<file path="config.mk">
export PLATFORM = sky130hd
export DESIGN_NAME = count_pulse_gen_flat
export DESIGN_NICKNAME = d
export VERILOG_FILES = /design/src/rtl/count_pulse_gen_pkg.sv /design/src/rtl/count_pulse_gen_if.sv /design/src/rtl/count_pulse_gen_sync.sv /design/src/rtl/count_pulse_gen.sv /design/src/flat_wrapper.sv
export SDC_FILE = /design/constraint.sdc
export NUM_CORES = 1
export LEC_CHECK = 0
export ABC_AREA = 1
export BUFFER_PORTS_ARGS = -buffer_cell sky130_fd_sc_hd__buf_4
export CORE_MARGIN = 2
export CORE_UTILIZATION = 60
export DETAILED_ROUTE_END_ITERATION = 10
export PLACE_DENSITY = 0.78
export SKIP_LAST_GASP = 1
export SLEW_MARGIN = 20
export SYNTH_ARGS = -nofsm -noshare
export SYNTH_HDL_FRONTEND = slang
export SYNTH_SLANG_ARGS = --single-unit
</file>
<file path="constraint.sdc">
create_clock -name i_clock -period 3.2 [get_ports i_clock]
set_input_delay 0.32 -clock i_clock [delete_from_list [all_inputs] [get_ports i_clock]]
set_output_delay 0.32 -clock i_clock [all_outputs]
set_load 0.1 [all_outputs]
</file>
<file path="src/rtl/count_pulse_gen_pkg.sv">
// count_pulse_pkg: shared debounce state encoding and operating-mode constants.
// No ports; imported by count_pulse_gen.
package count_pulse_pkg;
  typedef enum logic [1:0] {STABLE_LOW, CHECK_HIGH, STABLE_HIGH, CHECK_LOW} deb_state_t;
  localparam logic MODE_EVENT    = 1'b0;
  localparam logic MODE_PERIODIC = 1'b1;
endpackage

</file>
<file path="src/rtl/count_pulse_gen_if.sv">
// count_pulse_gen_if: event/periodic enable generator bus.
// Signals: event_in (raw async level), mode (0 event, 1 periodic), prescale (period-1),
// count_enable (single-cycle strobe), event_level (debounced level).
// master drives the inputs and observes the outputs; slave is the generator side.
interface count_pulse_gen_if #(parameter int PRESCALE_WIDTH = 8);
  logic                      event_in;
  logic                      mode;
  logic [PRESCALE_WIDTH-1:0] prescale;
  logic                      count_enable;
  logic                      event_level;
  modport master (output event_in, mode, prescale, input count_enable, event_level);
  modport slave  (input event_in, mode, prescale, output count_enable, event_level);
endinterface

</file>
<file path="src/rtl/count_pulse_gen_sync.sv">
// bit_synchronizer: two-flop synchronizer for a single asynchronous bit, reset value 0.
// Ports: i_clock (clock), i_reset_n (async active-low reset), i_d (async input), o_q (synchronized output).
module bit_synchronizer (
  input  logic i_clock,
  input  logic i_reset_n,
  input  logic i_d,
  output logic o_q
);
  logic r_meta, r_sync;
  always_ff @(posedge i_clock or negedge i_reset_n) begin
    if (!i_reset_n) begin
      r_meta <= 1'b0;
      r_sync <= 1'b0;
    end else begin
      r_meta <= i_d;
      r_sync <= r_meta;
    end
  end
  assign o_q = r_sync;
endmodule

</file>
<file path="src/rtl/count_pulse_gen.sv">
// count_pulse_gen: count_enable strobe generator (debounced event edges or programmable prescaler).
// Ports: i_clock (clock), i_reset_n (async active-low reset),
// bus (count_pulse_gen_if.slave: event_in, mode, prescale in; count_enable, event_level out).
module count_pulse_gen
  import count_pulse_pkg::*;
#(
  parameter int DEBOUNCE_CYCLES = 16,
  parameter int PRESCALE_WIDTH  = 8
) (
  input logic              i_clock,
  input logic              i_reset_n,
  count_pulse_gen_if.slave bus
);
  localparam int CW = $clog2(DEBOUNCE_CYCLES + 1);
  localparam logic [CW-1:0] CNT_MAX = CW'(DEBOUNCE_CYCLES);
  deb_state_t r_state, w_state_nxt;
  logic [CW-1:0] r_cnt, w_cnt_nxt, w_cnt_sat;
  logic [PRESCALE_WIDTH-1:0] r_presc;
  logic r_level, w_level_nxt, r_level_d, r_mode, r_mode_vld, r_ce;
  logic w_sync, w_cnt_done, w_mode_chg, w_wrap;
  bit_synchronizer u_sync (
    .i_clock  (i_clock),
    .i_reset_n(i_reset_n),
    .i_d      (bus.event_in),
    .o_q      (w_sync)
  );
  assign w_cnt_sat  = (r_cnt == CNT_MAX) ? r_cnt : r_cnt + CW'(1);
  assign w_cnt_done = (w_cnt_sat == CNT_MAX);
  always_comb begin
    w_state_nxt = r_state;
    w_cnt_nxt   = r_cnt;
    w_level_nxt = r_level;
    case (r_state)
      STABLE_LOW: begin
        w_state_nxt = w_sync ? CHECK_HIGH : STABLE_LOW;
        w_cnt_nxt   = w_sync ? '0 : r_cnt;
      end
      CHECK_HIGH: begin
        w_state_nxt = !w_sync ? STABLE_LOW : (w_cnt_done ? STABLE_HIGH : CHECK_HIGH);
        w_cnt_nxt   = w_sync ? w_cnt_sat : '0;
        w_level_nxt = w_sync && w_cnt_done;
      end
      STABLE_HIGH: begin
        w_state_nxt = !w_sync ? CHECK_LOW : STABLE_HIGH;
        w_cnt_nxt   = !w_sync ? '0 : r_cnt;
      end
      CHECK_LOW: begin
        w_state_nxt = w_sync ? STABLE_HIGH : (w_cnt_done ? STABLE_LOW : CHECK_LOW);
        w_cnt_nxt   = !w_sync ? w_cnt_sat : '0;
        w_level_nxt = !(!w_sync && w_cnt_done);
      end
      default: w_state_nxt = STABLE_LOW;
    endcase
  end
  always_ff @(posedge i_clock or negedge i_reset_n) begin
    if (!i_reset_n) begin
      r_state <= STABLE_LOW;
      r_cnt   <= '0;
      r_level <= 1'b0;
    end else begin
      r_state <= w_state_nxt;
      r_cnt   <= w_cnt_nxt;
      r_level <= w_level_nxt;
    end
  end
  // r_mode_vld keeps the first edge after reset from looking like a mode change,
  // so periodic counting starts on that edge.
  assign w_mode_chg = r_mode_vld && (bus.mode != r_mode);
  assign w_wrap     = (r_presc == bus.prescale);
  always_ff @(posedge i_clock or negedge i_reset_n) begin
    if (!i_reset_n) begin
      r_level_d  <= 1'b0;
      r_mode     <= MODE_EVENT;
      r_mode_vld <= 1'b0;
      r_presc    <= '0;
      r_ce       <= 1'b0;
    end else begin
      r_level_d  <= r_level;
      r_mode     <= bus.mode;
      r_mode_vld <= 1'b1;
      r_presc    <= (w_mode_chg || bus.mode == MODE_EVENT || w_wrap) ? '0 : r_presc + PRESCALE_WIDTH'(1);
      r_ce       <= !w_mode_chg && ((bus.mode == MODE_PERIODIC) ? w_wrap : (r_level && !r_level_d));
    end
  end
  assign bus.count_enable = r_ce;
  assign bus.event_level  = r_level;
endmodule

</file>
<file path="src/flat_wrapper.sv">
// flat-port wrapper written by rule: the top's interface ports become plain ports
module count_pulse_gen_flat import count_pulse_pkg::*;
#(
  parameter int DEBOUNCE_CYCLES = 16,
  parameter int PRESCALE_WIDTH  = 8
)
  (i_clock, i_reset_n, bus_event_in, bus_mode, bus_prescale, bus_count_enable, bus_event_level);
  count_pulse_gen_if #(.PRESCALE_WIDTH(PRESCALE_WIDTH)) bus_i ();
  input logic i_clock;
  input logic i_reset_n;
  input wire logic [$bits(bus_i.event_in)-1:0] bus_event_in;
  input wire logic [$bits(bus_i.mode)-1:0] bus_mode;
  input wire logic [$bits(bus_i.prescale)-1:0] bus_prescale;
  output wire logic [$bits(bus_i.count_enable)-1:0] bus_count_enable;
  output wire logic [$bits(bus_i.event_level)-1:0] bus_event_level;
  assign bus_i.event_in = bus_event_in;
  assign bus_i.mode = bus_mode;
  assign bus_i.prescale = bus_prescale;
  assign bus_count_enable = bus_i.count_enable;
  assign bus_event_level = bus_i.event_level;
  count_pulse_gen #(.DEBOUNCE_CYCLES(DEBOUNCE_CYCLES), .PRESCALE_WIDTH(PRESCALE_WIDTH)) u_core (.i_clock(i_clock), .i_reset_n(i_reset_n), .bus(bus_i));
endmodule
</file>
==> results.json, run 1 <==
{
  "status": "complete, no violations",
  "area_growth_pct": 16.85,
  "nets": 164,
  "synth_area_um2": 1136,
  "num_antenna_cells": 0,
  "initial_core_util_pct": 65.09,
  "final_area_um2": 1328,
  "cap_violations": 0,
  "finClkSkew_ps": 12.40,
  "setup_viol": 0,
  "cts_resized": 0,
  "critPathCaptureType": "register",
  "wire_per_inst_um": 11.26,
  "cp.required_ps": 3410,
  "tns_ps": 0,
  "peakVddDrop_mv": 0.4811,
  "clk_pin_slew_ps": 120,
  "io_buffers": 13,
  "synthCells": 130,
  "crit_arrival_ps": 1730,
  "io_pins": 14,
  "hpwl_um": 1525,
  "drt_wl_total_um": 1948,
  "ys_seq_area_share_pct": 48.46,
  "hp-class": "input port to register",
  "synth_cell_types": 23,
  "first_pass_iters": 4,
  "dieArea_um2": 2258,
  "core_um2": 1745,
  "power_uw": 566.0,
  "power_density_nw_per_um2": 426.4,
  "fillers": 125,
  "pre_cts_ws_ps": 1677,
  "vias_per_cell": 5.052,
  "fin_cells": 173,
  "period_minus_slack_ps": 1521,
  "cts_sinks": 22,
  "h-tree-depth": 1,
  "cts_tree": "yes",
  "fp-row-count": 15,
  "drc": 0,
  "critPathMaxFanout": 5,
  "max_freq_mhz": 657.5,
  "clock_path_buffers": 2,
  "slew_violations": 0,
  "layout_setup_ws_ps": 1679,
  "placed_cell_area_um2": 1265,
  "numCtsBuffers": 3,
  "grt_pass1_wl_um": 3132,
  "place.gp.congestion": 0.7746,
  "grt_pass1_vias": 829,
  "antenna_found_initial": 0,
  "die_h_um": 47.52,
  "rsz0062_at_grt": "no",
  "grt_max_degree": 23,
  "dpl.cell_count": 168,
  "ant_nets": 0,
  "root_buffer": "clkbuf_4",
  "grt_overflow": 0,
  "drt_iter0_markers": 4,
  "path_class": "register to register",
  "ys.warnings.count": 0,
  "finalHoldViolCount": 0,
  "avgSynthCellArea_um2": 8.739,
  "grt_use_total_pct": 20.49,
  "drive_above_1_share_pct": 17.57,
  "multi_input_area_um2": 521.8,
  "via_count": 874,
  "worstSetupStartpointType": "register",
  "syn-num-nets": 145,
  "synth_seq_cells": 22,
  "die_w_um": 47.52,
  "clk_latency_ps": 300,
  "fin_crit_sh_pct": 47.53,
  "regArea_um2": 550.5,
  "p_leak_nw": 0.6288
}
stage by stage:
stage               hold slack [ps]  utilization [%]
finish                        109.4            76.06
global route                  90.06            76.06
CTS                           98.55            76.06
detailed placement            224.8            72.47
global placement              219.0            72.47
floorplan                     24.41                -
cell usage after synthesis, drive strengths merged:
cell type | count | area share (%)
a31oi | 1 | 0.55
nor2 | 16 | 6.2
nand2 | 28 | 10
nand4 | 2 | 1.1
inv | 17 | 5.6
a21oi | 1 | 0.44
ha | 3 | 3.3
o211ai | 1 | 0.66
xor2 | 5 | 3.9
or2 | 4 | 2.2
nand3 | 15 | 8.1
o21ai | 3 | 1.3
o22ai | 3 | 1.7
conb | 1 | 0.33
xnor2 | 7 | 5.4
dfrtp | 22 | 48
o21bai | 1 | 0.66
power breakdown:
group	switching (mW)	internal [mW]
sequential	0.00778	0.287
combinational	0.0384	0.0263
clock	0.0803	0.127
repair_timing:
action	in CTS	in global routing
hold endpoints to repair	22	0
hold buffers	1	0
setup buffers	0	0
layer usage:
metal | share of wire (%) | up-vias | global-route usage (%)
li1 | - | 449 | -
met1 | 42 | 411 | 20.05
met2 | 54 | 12 | 41.35
met3 | 3.2 | 2 | 2.264
met4 | 0.62 | 0 | 10.00
met5 | 0 | - | 0
final timing paths:
kind,start,end,slack [ps],cells after the start
max,u_core.r_cnt[0],u_core.r_state[1],1680,11
min,bus_event_in,u_core.u_sync.r_meta,110,1
max reg2reg,u_core.r_cnt[0],u_core.r_state[1],1680,11
min reg2reg,u_core.u_sync.r_meta,u_core.u_sync.o_q,360,0
max in group asynchronous,i_reset_n,u_core.r_cnt[2],2540,2
min in group asynchronous,i_reset_n,u_core.r_cnt[4],440,2
area by class of cell:
class,count,area share [%]
Clock inverter,1,2.262
Clock buffer,3,1.697
Tap cell,25,2.356
Sequential cell,22,41.47
Timing Repair Buffer,14,8.106
Inverter,17,4.807
Multi-Input combinational cell,91,39.30
cells in the final DEF, fill, tap and decap left out:
| master | n |
|---|---|
| or2_1 | 3 |
| buf_4 | 13 |
| nand2_1 | 24 |
| dlygate4sd3_1 | 1 |
| bufinv_16 | 1 |
| o21ai_0 | 3 |
| dfrtp_1 | 22 |
| o211ai_1 | 1 |
| o21bai_1 | 1 |
| xor2_1 | 5 |
| nand4_1 | 2 |
| clkbuf_4 | 3 |
| inv_1 | 17 |
| xnor2_1 | 7 |
| nor2_1 | 14 |
| or2_2 | 1 |
| o22ai_1 | 3 |
| a21oi_1 | 1 |
| nand3_2 | 1 |
| nand3_4 | 1 |
| conb_1 | 1 |
| ha_1 | 3 |
| nand2_2 | 4 |
| nand3_1 | 13 |
| a31oi_1 | 1 |
| nor2_2 | 1 |
| nor2_4 | 1 |
worst max-delay path, stage by stage (launching register included):
cell	delay, ps
dfrtp_1	430
inv_1	120
ha_1	150
nand2_1	50
inv_1	100
nand3_1	90
nand2_1	110
nand2_2	80
nor2_4	110
nand3_1	80
nand2_1	70
nand2_1	50
state kept, by name, indices dropped and copies added (netlist names):
name                     flops
u_core.bus.count_enable      1
u_core.bus.event_level       1
u_core.r_cnt                 5
u_core.r_level_d             1
u_core.r_mode                1
u_core.r_mode_vld            1
u_core.r_presc               8
u_core.r_state               2
u_core.u_sync.o_q            1
u_core.u_sync.r_meta         1
cells by family (layout without fill, tap and decap cells):
family	Yosys count	in the layout	share of synthesized area, %
DFF	22	22	48.46
xor gates and xnor gates	12	12	9.251
AOI/OAI and AO/OA	10	10	5.287
and+or+nand+nor	65	65	27.75
buffers and inverters	17	35	5.617
adders and majority gates	3	3	3.304
other	1	1	0.3301
Power figures use the tool's default switching activity.
==> inputs of run 2 (changes only) <==
--- a/config.mk
+++ b/config.mk
@@ -8,9 +8,9 @@
 export ABC_AREA = 1
 export BUFFER_PORTS_ARGS = -buffer_cell sky130_fd_sc_hd__buf_4
 export CORE_MARGIN = 2
-export CORE_UTILIZATION = 60
+export CORE_UTILIZATION = 50
 export DETAILED_ROUTE_END_ITERATION = 10
-export PLACE_DENSITY = 0.78
+export PLACE_DENSITY = 0.69
 export SKIP_LAST_GASP = 1
 export SLEW_MARGIN = 20
 export SYNTH_ARGS = -nofsm -noshare
==> constraint.sdc (replaced) <==
create_clock -name i_clock -period 1.3 [get_ports i_clock]
set_input_delay 0.13 -clock i_clock [delete_from_list [all_inputs] [get_ports i_clock]]
set_output_delay 0.13 -clock i_clock [all_outputs]
set_load 0.1 [all_outputs]
==> results.json, run 2 (synthesis results as in run 1) <==
{
  "clock_path_buffers": 2,
  "period_minus_slack_ps": 1400,
  "die_h_um": 51.67,
  "drt_wl_total_um": 2135,
  "drc": 0,
  "wire_per_inst_um": 11.30,
  "grt_pass1_wl_um": 3505,
  "cap_violations": 0,
  "fin_crit_sh_pct": 107.7,
  "top_register": "u_core.r_presc",
  "vias_per_cell": 4.788,
  "dieArea_um2": 2669,
  "grt_overflow": 0,
  "finalHoldViolCount": 0,
  "rr_worst_depth": 11,
  "nets": 177,
  "via_count": 905,
  "hpwl_um": 1564,
  "layout_common_cells": "buf_4, dfrtp_1, nand2_1",
  "drive_above_1_share_pct": 36.65,
  "io_pins": 14,
  "numCtsBuffers": 3,
  "slew_violations": 0,
  "critPathCaptureType": "register",
  "fin_cells": 189,
  "largest_reg_flops": 8,
  "grt_use_total_pct": 18.29,
  "power_density_nw_per_um2": 958.5,
  "area_growth_pct": 34.69,
  "rsz0062_at_grt": "yes",
  "worstSetupStartpointType": "register",
  "p_leak_nw": 0.6979,
  "violations": "negative setup slack",
  "finClkSkew_ps": 3.034,
  "cts_tree": "yes",
  "path_class": "register to register",
  "clk_pin_slew_ps": 110,
  "final_common_cell": "buf_4",
  "io_buffers": 13,
  "peakVddDrop_mv": 0.8622,
  "first_pass_iters": 4,
  "root_buffer": "clkbuf_4",
  "grt_pass1_vias": 870,
  "ant_nets": 0,
  "met3_length_um": 57,
  "dpl.cell_count": 178,
  "clk_latency_ps": 300,
  "initial_core_util_pct": 52.36,
  "max_freq_mhz": 714.2,
  "hp-class": "input port to asynchronous set/reset pin",
  "core_um2": 2170,
  "num_antenna_cells": 0,
  "power_mw": 1.467,
  "crit_arrival_ps": 1600,
  "cp.required_ps": 1500,
  "setup_viol": 4,
  "reg_top3": "u_core.r_presc: 8 flops, u_core.r_cnt: 5 flops, u_core.r_state: 2 flops",
  "fillers": 161,
  "final_area_um2": 1530,
  "h-tree-depth": 1,
  "wl_met1_um": 913,
  "die_w_um": 51.67,
  "critPathMaxFanout": 4,
  "tns_ps": -282.1,
  "placed_cell_area_um2": 1336,
  "timing.rr.start": "u_core.r_cnt[0]",
  "layout_setup_ws_ps": -100.1,
  "wl_met2_um": 1133,
  "grt_max_degree": 23,
  "fp-row-count": 17,
  "antenna_found_initial": 0,
  "cts_sinks": 22,
  "place.gp.congestion": 0.7829,
  "status": "finished, violations left",
  "highest_layer": "met4",
  "drt_iter0_markers": 10,
  "startpoint": "u_core.r_cnt[0]"
}
run 2: cell count changes in the layout (fill, tap and decap cells not counted), sizes merged:
cell	change
buf	+11
dlygate4sd3	+2
run 2: layer usage:
layer,up-vias,global-route usage (%)
met4,0,7.895
met5,-,0
met3,5,3.448
met1,410,20.30
met2,15,33.76
li1,475,-
run 2: final cells by class:
type,instances,area (µm²),area share [%]
Timing Repair Buffer,27,210.2,13.74
Clock inverter,1,30.03,1.962
Clock buffer,3,22.52,1.472
Sequential cell,22,551.8,36.06
Inverter,17,66.31,4.334
Multi-Input combinational cell,91,614.3,40.15
Tap cell,28,35.03,2.289
run 2: worst max-delay path, stage by stage (launching register included):
cell     delay, ps
dfrtp_1        430
inv_2           90
ha_4           130
nand2_4         50
inv_4           80
nand3_2         70
nand2_2        100
nand2_2         70
nor2_4         100
nand2_1         60
nand2_1         60
nand3_1         70
run 2: per-stage QoR:
step | utilization, % | hold WS [ps] | setup WS (ps)
floorplan | - | -165.6 | -55.19
global placement | 61.59 | 29.53 | -113.0
detailed placement | 61.59 | 31.99 | -143.6
CTS | 66.21 | 223.3 | -96.77
global route | 70.53 | 244.6 | -224.8
finish | 70.53 | 241.4 | -100.1
run 2: path summary, 6_finish.rpt:
check | endpoint | slack (ps)
worst max-delay path | u_core.bus.event_level | -100
worst min-delay path | u_core.r_cnt[4] | 240
worst max register to register | u_core.bus.event_level | -100
worst min register to register | u_core.u_sync.o_q | 370
max in group asynchronous | u_core.r_presc[2] | 820
min in group i_clock | u_core.bus.count_enable | 240
run 2: report_power, final:
part,total (mW),internal (mW),switching (mW)
Combinational,0.235,0.113,0.122
Sequential,0.725,0.706,0.0192
Clock,0.507,0.312,0.195
Total,1.47,1.13,0.336
run 2: timing repair:
action,CTS,global route
setup buffers,1,3
setup endpoints to repair,4,14
resized for setup,2,20
hold endpoints to repair,24,0
pin swaps,2,7
hold buffers,3,0
==> inputs of run 3 (changes only) <==
--- a/config.mk
+++ b/config.mk
@@ -11,6 +11,7 @@
 export CORE_UTILIZATION = 50
 export DETAILED_ROUTE_END_ITERATION = 10
 export PLACE_DENSITY = 0.69
+export SETUP_SLACK_MARGIN = 0.15
 export SKIP_LAST_GASP = 1
 export SLEW_MARGIN = 20
 export SYNTH_ARGS = -nofsm -noshare
==> results.json, run 3 (synthesis results as in run 1) <==
{
  "netSwitchingFraction_pct": 23.36,
  "max_freq_mhz": 701.6,
  "hpwl_um": 1564,
  "num_antenna_cells": 0,
  "io_pins": 14,
  "drt_iter0_markers": 12,
  "rr_worst_depth": 11,
  "cap_violations": 0,
  "seqPwrFrac_pct": 48.8,
  "hold_end": "u_core.bus.count_enable",
  "clk_pin_slew_ps": 120,
  "die_h_um": 51.67,
  "cts_tree": "yes",
  "drc": 0,
  "path_class": "register to register",
  "rsz0062_at_grt": "yes",
  "drive_above_1_share_pct": 42.51,
  "layout_setup_ws_ps": -125.2,
  "crit_arrival_ps": 1630,
  "grt_pass1_vias": 888,
  "reg_top3": "u_core.r_presc: 8 flops, u_core.r_cnt: 5 flops, u_core.r_state: 2 flops",
  "setup_viol": 4,
  "finClkSkew_ps": 4.015,
  "final_common_cell": "buf_4",
  "die_w_um": 51.67,
  "grt_pass1_wl_um": 3629,
  "root_buffer": "clkbuf_4",
  "reg2reg_slack_ps": -130,
  "min-delay-start": "bus_prescale[0]",
  "p_comb_share_pct": 16.7,
  "largest_reg_flops": 8,
  "io_buffers": 13,
  "wire_per_inst_um": 11.63,
  "worstSetupStartpointType": "register",
  "nets": 183,
  "period_minus_slack_ps": 1425,
  "critPathCaptureType": "register",
  "clk_latency_ps": 310,
  "grt_overflow": 0,
  "internal-power_mw": 1.141,
  "slew_violations": 0,
  "p_clk_share_pct": 34.5,
  "fp-row-count": 17,
  "layout_common_cells": "buf_4, dfrtp_1, nand2_1",
  "top_register": "u_core.r_presc",
  "power_mw": 1.489,
  "initial_core_util_pct": 52.36,
  "cts_sinks": 22,
  "h-tree-depth": 1,
  "core_um2": 2170,
  "vias_per_cell": 4.810,
  "hp-class": "input port to register",
  "holdPathStages": 6,
  "clock_path_buffers": 2,
  "via_count": 938,
  "fillers": 152,
  "grt_use_total_pct": 18.86,
  "worstReg2RegEnd": "u_core.bus.event_level",
  "peakVddDrop_mv": 0.8692,
  "antenna_found_initial": 0,
  "placed_cell_area_um2": 1336,
  "timing.rr.start": "u_core.r_cnt[1]",
  "cp.required_ps": 1510,
  "switching_power_uw": 347.7,
  "dieArea_um2": 2669,
  "violations": "negative setup slack",
  "grt_max_degree": 23,
  "fin_crit_sh_pct": 109.6,
  "drt_wl_total_um": 2267,
  "critPathMaxFanout": 4,
  "numCtsBuffers": 3,
  "ant_nets": 0,
  "utilization_pct": 74.39,
  "status": "finished, violations left",
  "final_area_um2": 1614,
  "place.gp.congestion": 0.7829,
  "area_growth_pct": 42.07,
  "finalHoldViolCount": 0,
  "first_pass_iters": 4,
  "power_density_nw_per_um2": 922.3,
  "p_leak_nw": 0.7372
}
[run 3: metal layers]
| metal | vias to the layer above | track usage [%] | part of all wire, % |
|---|---|---|---|
| li1 | 488 | - | - |
| met1 | 430 | 21.66 | 43 |
| met2 | 15 | 34.19 | 52 |
| met3 | 5 | 3.448 | 3.2 |
| met4 | 0 | 7.895 | 1.5 |
| met5 | - | 0 | 0 |
[run 3: final cells by class]
cell class / instances / area [µm²] / share of cell area (%)
Clock inverter: 1 / 30.03 / 1.860
Clock buffer: 3 / 22.52 / 1.395
Timing Repair Buffer: 33 / 262.8 / 16.28
Inverter: 17 / 66.31 / 4.109
Tap cell: 28 / 35.03 / 2.171
Multi-Input combinational cell: 91 / 645.6 / 40.00
Sequential cell: 22 / 551.8 / 34.19
[run 3: repair_timing]
item,in CTS,in global routing
resized for setup,9,23
setup endpoints to repair,18,18
hold endpoints to repair,24,0
hold buffers,3,0
setup buffers,3,7
pin swaps,3,11
[run 3: critical path, cell delays in order, from the launching register on]
cell and delay [ps]:
dfrtp_1 430, inv_2 90, ha_4 150, nand2_4 50, inv_4 80, nand3_2 70
nand2_2 100, nand2_2 70, nor2_4 100, nand2_1 60, nand2_1 60, nand3_1 70
[run 3: worst max path at each step]
stage	startpoint	to	slack [ps]	cells past startpoint
floorplan	u_core.r_cnt[0]	u_core.bus.event_level	-60	12
global placement	u_core.r_cnt[1]	u_core.bus.event_level	-110	12
detailed placement	u_core.r_cnt[0]	u_core.bus.event_level	-140	12
CTS	u_core.r_cnt[0]	u_core.bus.event_level	-100	12
global route	u_core.r_cnt[1]	u_core.bus.event_level	-230	11
finish	u_core.r_cnt[1]	u_core.bus.event_level	-130	11
[run 3: power by group through the flow]
stage	Clock [mW]	Combinational, mW	Sequential, mW
6_report	0.513	0.249	0.726
3_5_place_dp	0	0.194	0.737
4_1_cts	0.527	0.216	0.725
2_1_floorplan	0	0.0888	0.749
3_3_place_gp	0	0.188	0.737
5_1_grt	0.561	0.276	0.729
[run 3: stage by stage]
| step | hold slack, ps | cells | setup TNS [ps] | setup slack, ps |
|---|---|---|---|---|
| 2_1_floorplan | -165.6 | 130 | -143.1 | -55.19 |
| 3_3_place_gp | 29.53 | 178 | -262.1 | -113.0 |
| 3_5_place_dp | 31.99 | 178 | -365.1 | -143.6 |
| 4_1_cts | 223.3 | 188 | -201.7 | -96.77 |
| 5_1_grt | 236.2 | 195 | -1358 | -232.4 |
| 6_report | 231.6 | 195 | -354.8 | -125.2 |
